===== src/rtl/instruction_fetch.sv =====
// instruction_fetch: issues word fetches for the current PC, tags each
// returned word with its PC in an in-order reservation queue and presents
// {instruction, PC} to decode. A flush drops queued entries and arranges for
// the responses of fetches still in flight to be dropped when they return.
//
// Optional feature: define FETCH_ALIGN_CHECK_EN to block misaligned PCs and
// raise FetchFault instead of issuing them. Without the macro PcIn is issued
// unchanged and FetchFault is tied low.
module instruction_fetch #(
  parameter int DEPTH = 2
) (
  input  logic        Clk,
  input  logic        Reset,
  input  logic [31:0] PcIn,
  output logic        PcAdvance,
  output logic        ImemReqValid,
  input  logic        ImemReqReady,
  output logic [31:0] ImemReqAddr,
  input  logic        ImemRespValid,
  input  logic [31:0] ImemRespData,
  input  logic        Flush,
  output logic        InstrValid,
  input  logic        InstrReady,
  output logic [31:0] InstrData,
  output logic [31:0] InstrPc,
  output logic        FetchFault
);

  localparam int AW = $clog2(DEPTH);
  // One extra pointer bit distinguishes a full queue from an empty one.
  localparam int PW = AW + 1;
  localparam logic [PW-1:0] DEPTH_P = PW'(DEPTH);
  localparam logic [PW-1:0] ONE_P   = PW'(1);

  logic [PW-1:0] alloc_q, alloc_d;
  logic [PW-1:0] fill_q, fill_d;
  logic [PW-1:0] read_q, read_d;
  // Responses still owed by memory for fetches abandoned by a flush.
  logic [PW-1:0] discard_q, discard_d;
  logic [31:0]   pc_q [DEPTH];
  logic [31:0]   pc_d [DEPTH];
  logic [31:0]   data_q [DEPTH];
  logic [31:0]   data_d [DEPTH];
  logic [DEPTH-1:0] filled_q, filled_d;

  logic [PW-1:0] used;
  logic [PW-1:0] unfilled;
  logic [PW-1:0] in_use;
  logic [PW-1:0] flush_owed;
  logic [AW-1:0] alloc_idx;
  logic [AW-1:0] fill_idx;
  logic [AW-1:0] read_idx;
  logic          misaligned;
  logic          req_valid;
  logic          accept;
  logic          resp_keep;
  logic          instr_valid;
  logic          pop;

  assign alloc_idx = alloc_q[AW-1:0];
  assign fill_idx  = fill_q[AW-1:0];
  assign read_idx  = read_q[AW-1:0];

  assign used       = alloc_q - read_q;
  assign unfilled   = alloc_q - fill_q;
  // used + discard never exceeds DEPTH because issue stops at DEPTH.
  assign in_use     = used + discard_q;
  assign flush_owed = discard_q + unfilled;

`ifdef FETCH_ALIGN_CHECK_EN
  assign misaligned = (PcIn[1:0] != 2'b00);
  assign FetchFault = misaligned && !Flush && !Reset;
`else
  assign misaligned = 1'b0;
  assign FetchFault = 1'b0;
`endif

  // Request valid is independent of ready; Reset gates it while state clears.
  assign req_valid = !Reset && !Flush && !misaligned && (in_use < DEPTH_P);
  assign accept    = req_valid && ImemReqReady;
  assign resp_keep = ImemRespValid && !Flush && (discard_q == '0);

  assign instr_valid = !Flush && (used != '0) && filled_q[read_idx];
  assign pop         = instr_valid && InstrReady;

  assign ImemReqValid = req_valid;
  assign ImemReqAddr  = PcIn;
  assign PcAdvance    = accept;
  assign InstrValid   = instr_valid;
  assign InstrData    = data_q[read_idx];
  assign InstrPc      = pc_q[read_idx];

  // Next-state for pointers, discard counter and queue entries.
  always_comb begin
    alloc_d   = alloc_q;
    fill_d    = fill_q;
    read_d    = read_q;
    discard_d = discard_q;
    pc_d      = pc_q;
    data_d    = data_q;
    filled_d  = filled_q;

    if (Flush) begin
      alloc_d  = '0;
      fill_d   = '0;
      read_d   = '0;
      filled_d = '0;
      // A response arriving in the flush cycle is itself dropped, so it
      // no longer counts toward what is still owed.
      if (ImemRespValid && (flush_owed != '0)) begin
        discard_d = flush_owed - ONE_P;
      end else begin
        discard_d = flush_owed;
      end
    end else begin
      if (accept) begin
        alloc_d             = alloc_q + ONE_P;
        pc_d[alloc_idx]     = PcIn;
        filled_d[alloc_idx] = 1'b0;
      end
      if (resp_keep) begin
        fill_d             = fill_q + ONE_P;
        data_d[fill_idx]   = ImemRespData;
        filled_d[fill_idx] = 1'b1;
      end else if (ImemRespValid) begin
        discard_d = discard_q - ONE_P;
      end
      if (pop) begin
        read_d = read_q + ONE_P;
      end
    end
  end

  // State registers; reset also clears entry contents so outputs read zero.
  always_ff @(posedge Clk or posedge Reset) begin
    if (Reset) begin
      alloc_q   <= '0;
      fill_q    <= '0;
      read_q    <= '0;
      discard_q <= '0;
      pc_q      <= '{default: '0};
      data_q    <= '{default: '0};
      filled_q  <= '0;
    end else begin
      alloc_q   <= alloc_d;
      fill_q    <= fill_d;
      read_q    <= read_d;
      discard_q <= discard_d;
      pc_q      <= pc_d;
      data_q    <= data_d;
      filled_q  <= filled_d;
    end
  end

endmodule


===== config.mk =====
export PLATFORM = sky130hd
export DESIGN_NAME = instruction_fetch
export DESIGN_NICKNAME = d
export VERILOG_FILES = /design/src/rtl/instruction_fetch.sv
export SDC_FILE = /design/constraint.sdc
export NUM_CORES = 1
export LEC_CHECK = 0
export ABC_AREA = 1
export CORE_MARGIN = 2
export CORE_UTILIZATION = 30
export CTS_CLUSTER_DIAMETER = 120
export DETAILED_ROUTE_END_ITERATION = 16
export PLACE_DENSITY_LB_ADDON = 0.3
export SETUP_SLACK_MARGIN = 0.5
export SYNTH_ARGS = -nofsm -noshare
export SYNTH_HDL_FRONTEND = slang
export SYNTH_SLANG_ARGS = --single-unit

===== constraint.sdc =====
create_clock -name Clk -period 7.8 [get_ports Clk]
set_clock_uncertainty 0.2 [all_clocks]
set_input_delay 2.34 -clock Clk [delete_from_list [all_inputs] [get_ports Clk]]
set_output_delay 2.34 -clock Clk [all_outputs]
set_load 0.03 [all_outputs]

==> flow_metrics.env <==
export IMPL_startpoint_type="input pin"
export IMPL_outcome="finished clean"
export IMPL_p_switching_mw=1.41
export IMPL_synthToLayoutAreaGrowth_pct=32.1
export IMPL_cts_hold_buf=0
export IMPL_drt_iter0_drc=247
export IMPL_finalHoldViolCount=0
export IMPL_die_w_um=155
export IMPL_critPathCaptureType="output pin"
export IMPL_die_h_um=155
export IMPL_grt_util_met3_pct=3.17
export IMPL_drt_first_pass_iters=5
export IMPL_final_nets=1060
export IMPL_cts_sink_count=138
export IMPL_p_int_mw=2.11
export IMPL_ys_top_cells_by_area="dfrtp_1, nand2_1, o21ai_0"
export IMPL_synth_area_um2=6820
export IMPL_syn_nets=947
export IMPL_post_drt_wl_per_cell_um=13.4
export IMPL_dpl_instance_area_um2=8430
export IMPL_core_um2=22500
export IMPL_synth_edff_count=0
export IMPL_setup_viol=0
export IMPL_synth_top_area_share_pct=50.6
export IMPL_worstPathMaxFanout=3
export IMPL_r2r_slack_ns=4.55
export IMPL_crit_top_cell="clkdlybuf4s50_1"
export IMPL_clk_latency_ns=0.42
export IMPL_fillers=2314
export IMPL_p_leak_nw=4.59
export IMPL_worst_pin_slew_ns=1.09
export IMPL_grt_pass1_vias=5322
export IMPL_dp_hpwl_um=10800
export IMPL_max_cap_violations=0
export IMPL_arrival_ns=4.11
export IMPL_clkPwrFrac_pct=23.3
export IMPL_synth_commonest_cells="nand2_1, dfrtp_1, inv_1"
export IMPL_synth_seq_cells=138
export IMPL_grt_met1_usage_pct=20.1
export IMPL_switching_share_pct=40.1
export IMPL_yosysWarnings=0
export IMPL_ys_async_sr_fraction_pct=100
export IMPL_root_buffer="clkbuf_16"
export IMPL_power_frac_seq_pct=35.4
export IMPL_cts_tree="built"
export IMPL_num_vias=5720
export IMPL_hold_path_class="reg -> reg"
export IMPL_slowest_stage="clkdlybuf4s50_1"
export IMPL_use_met2_pct=23.7
export IMPL_ioPinCount=170
export IMPL_port_buffer_count=168
export IMPL_grt_pass1_wl_um=28000
export IMPL_viasPerCell=4.46
export IMPL_final_antenna_net_count=0
export IMPL_post_route_min_period_ns=6.65
export IMPL_finalCritPeriodShare_pct=85.3
export IMPL_antenna_found_initial=0
export IMPL_worstSetupPathType="in -> out"
export IMPL_setup_tns_ns=0
export IMPL_row_count=55
export IMPL_cts_buffers=17
export IMPL_antenna_cells=0
export IMPL_stdcell_count=1283
export IMPL_cts_resized=0
export IMPL_pwr_density_cell_nw_per_um2=390
export IMPL_path_buf_inv=3
export IMPL_drc=0
export IMPL_gr_max_usage_layer="met2"
export IMPL_dp_cells=1251
export IMPL_synth_main_ff_cell="dfrtp_1"
export IMPL_maxSlewViolCount=0
export IMPL_grt_usage_pct=14.7
export IMPL_post_cts_buffers=0
export IMPL_initial_core_util_pct=30.3
export IMPL_avgSynthCellArea_um2=7.83
export IMPL_max_slew_margin_rel_pct=27.4
export IMPL_htree_levels=4
export IMPL_pwr_share_comb_pct=41.4
export IMPL_slowest_delay_ns=0.66
export IMPL_critical_path_required_ns=5.26
export IMPL_grt_max_degree=96
export IMPL_final_area_um2=9020
export IMPL_rsz0062_at_grt="no"
export IMPL_path_cells="clkdlybuf4s50_1 > nor2_1 > nand2_2 > nor2_8 > nand2_1 > inv_1 > clkdlybuf4s50_1"
export IMPL_path_delay_family="buffers and inverters"
export IMPL_yosysMostFrequentCell="nand2_1"
export IMPL_routabilityCongestion=0.746
export IMPL_drive_gt1_share_pct=6.91
export IMPL_synth_seq_area_share_pct=50.6
export IMPL_yosys_area_top_type="dfrtp_1"
export IMPL_drt_wl_total_um=17100
export IMPL_cts_buffer_depth=2
export IMPL_ys_types=30
export IMPL_fmax_mhz=150
export IMPL_overflow=0
export IMPL_die_area_um2=24000
export IMPL_peakVddDrop_uv=134
export IMPL_clk_pin_slew_ns=0.06
export IMPL_syn_inst=872
-- cells in the final DEF, fill, tap and decap left out, types with 2 or more instances in the layout --
master	count
clkbuf_16	17
inv_8	5
buf_4	8
xor2_1	2
dfrtp_1	137
clkinv_1	2
o21ai_0	64
clkinv_4	2
nand2_1	389
nand3_1	15
nor2_1	4
or2_2	2
clkdlybuf4s50_1	168
o21ai_1	19
o21ai_2	16
a21oi_1	4
inv_6	5
inv_2	2
inv_1	81
nand4_1	35
ha_1	5
nand2_2	3
-- routing by layer --
| layer | vias to the layer above | wire, µm |
|---|---|---|
| met4 | 0 | 143 |
| met5 | - | 0 |
| met3 | 13 | 702 |
| met1 | 2660 | 8120 |
| met2 | 139 | 8180 |
| li1 | 2908 | - |
-- worst reg2reg max path: cells and delay by family (launching register included) --
family | cells | cell delay, ns
adders and majority gates | 1 | 0.39
and+or+nand+nor | 8 | 1.16
DFF | 1 | 0.84
buffers and inverters | 3 | 0.51
-- through the flow --
stage               total power [mW]  setup slack, ns  util, %  hold slack (ns)
global placement                2.70             1.15     37.4            0.253
CTS                             3.57             1.13     40.1            0.274
global route                    3.77             1.06     40.1            0.286
detailed placement              2.73             1.13     37.4            0.259
floorplan                       2.21             1.56        -            0.242
finish                          3.51             1.15     40.1            0.271
-- sequential cells by signal, indices dropped and copies added, names as in the netlist --
name,count
pc_q,64
discard_q,2
alloc_q,2
fill_q,2
data_q,64
read_q,2
filled_q,2
-- final timing paths --
path | startpoint | end | depth (start not counted)
min reg2reg | pc_q[49] | pc_q[49] | 2
max in group asynchronous | Reset | data_q[22] | 3
max reg2reg | read_q[0] | filled_q[0] | 12
max | Reset | PcAdvance | 7
min | pc_q[49] | pc_q[49] | 2
min in group asynchronous | Reset | pc_q[0] | 2
-- power groups by stage --
stage | clock network, mW | logic, mW | registers [mW]
after floorplan | 0 | 1.00 | 1.20
after global placement | 0 | 1.46 | 1.24
after detailed placement | 0 | 1.47 | 1.25
after CTS | 0.845 | 1.48 | 1.24
after global routing | 0.873 | 1.61 | 1.29
final | 0.817 | 1.45 | 1.24
-- final cells by class --
cell class | instances | area [µm²] | share of cell area, %
clock buffer | 18 | 439 | 4.87
clock inverter | 14 | 151 | 1.68
inverter | 86 | 328 | 3.64
multi-input combinational | 566 | 2540 | 28.2
sequential | 138 | 3450 | 38.3
tap | 285 | 357 | 3.96
timing repair buffer | 176 | 1740 | 19.3
-- logic make-up (layout without fill, tap and decap cells) --
kind of cell | count (synthesis) | after routing | share of synthesized area, %
buffers and inverters | 168 | 294 | 12.2
other | 1 | 1 | 0.0550
adder cells (fa/ha/maj) | 5 | 5 | 0.917
XOR/XNOR | 4 | 4 | 0.624
AO/OA/AOI/OAI | 105 | 105 | 8.67
flip-flops | 138 | 138 | 50.6
AND/OR/NAND/NOR | 451 | 451 | 27.0
No activity file was read; power rests on OpenSTA's default activity.
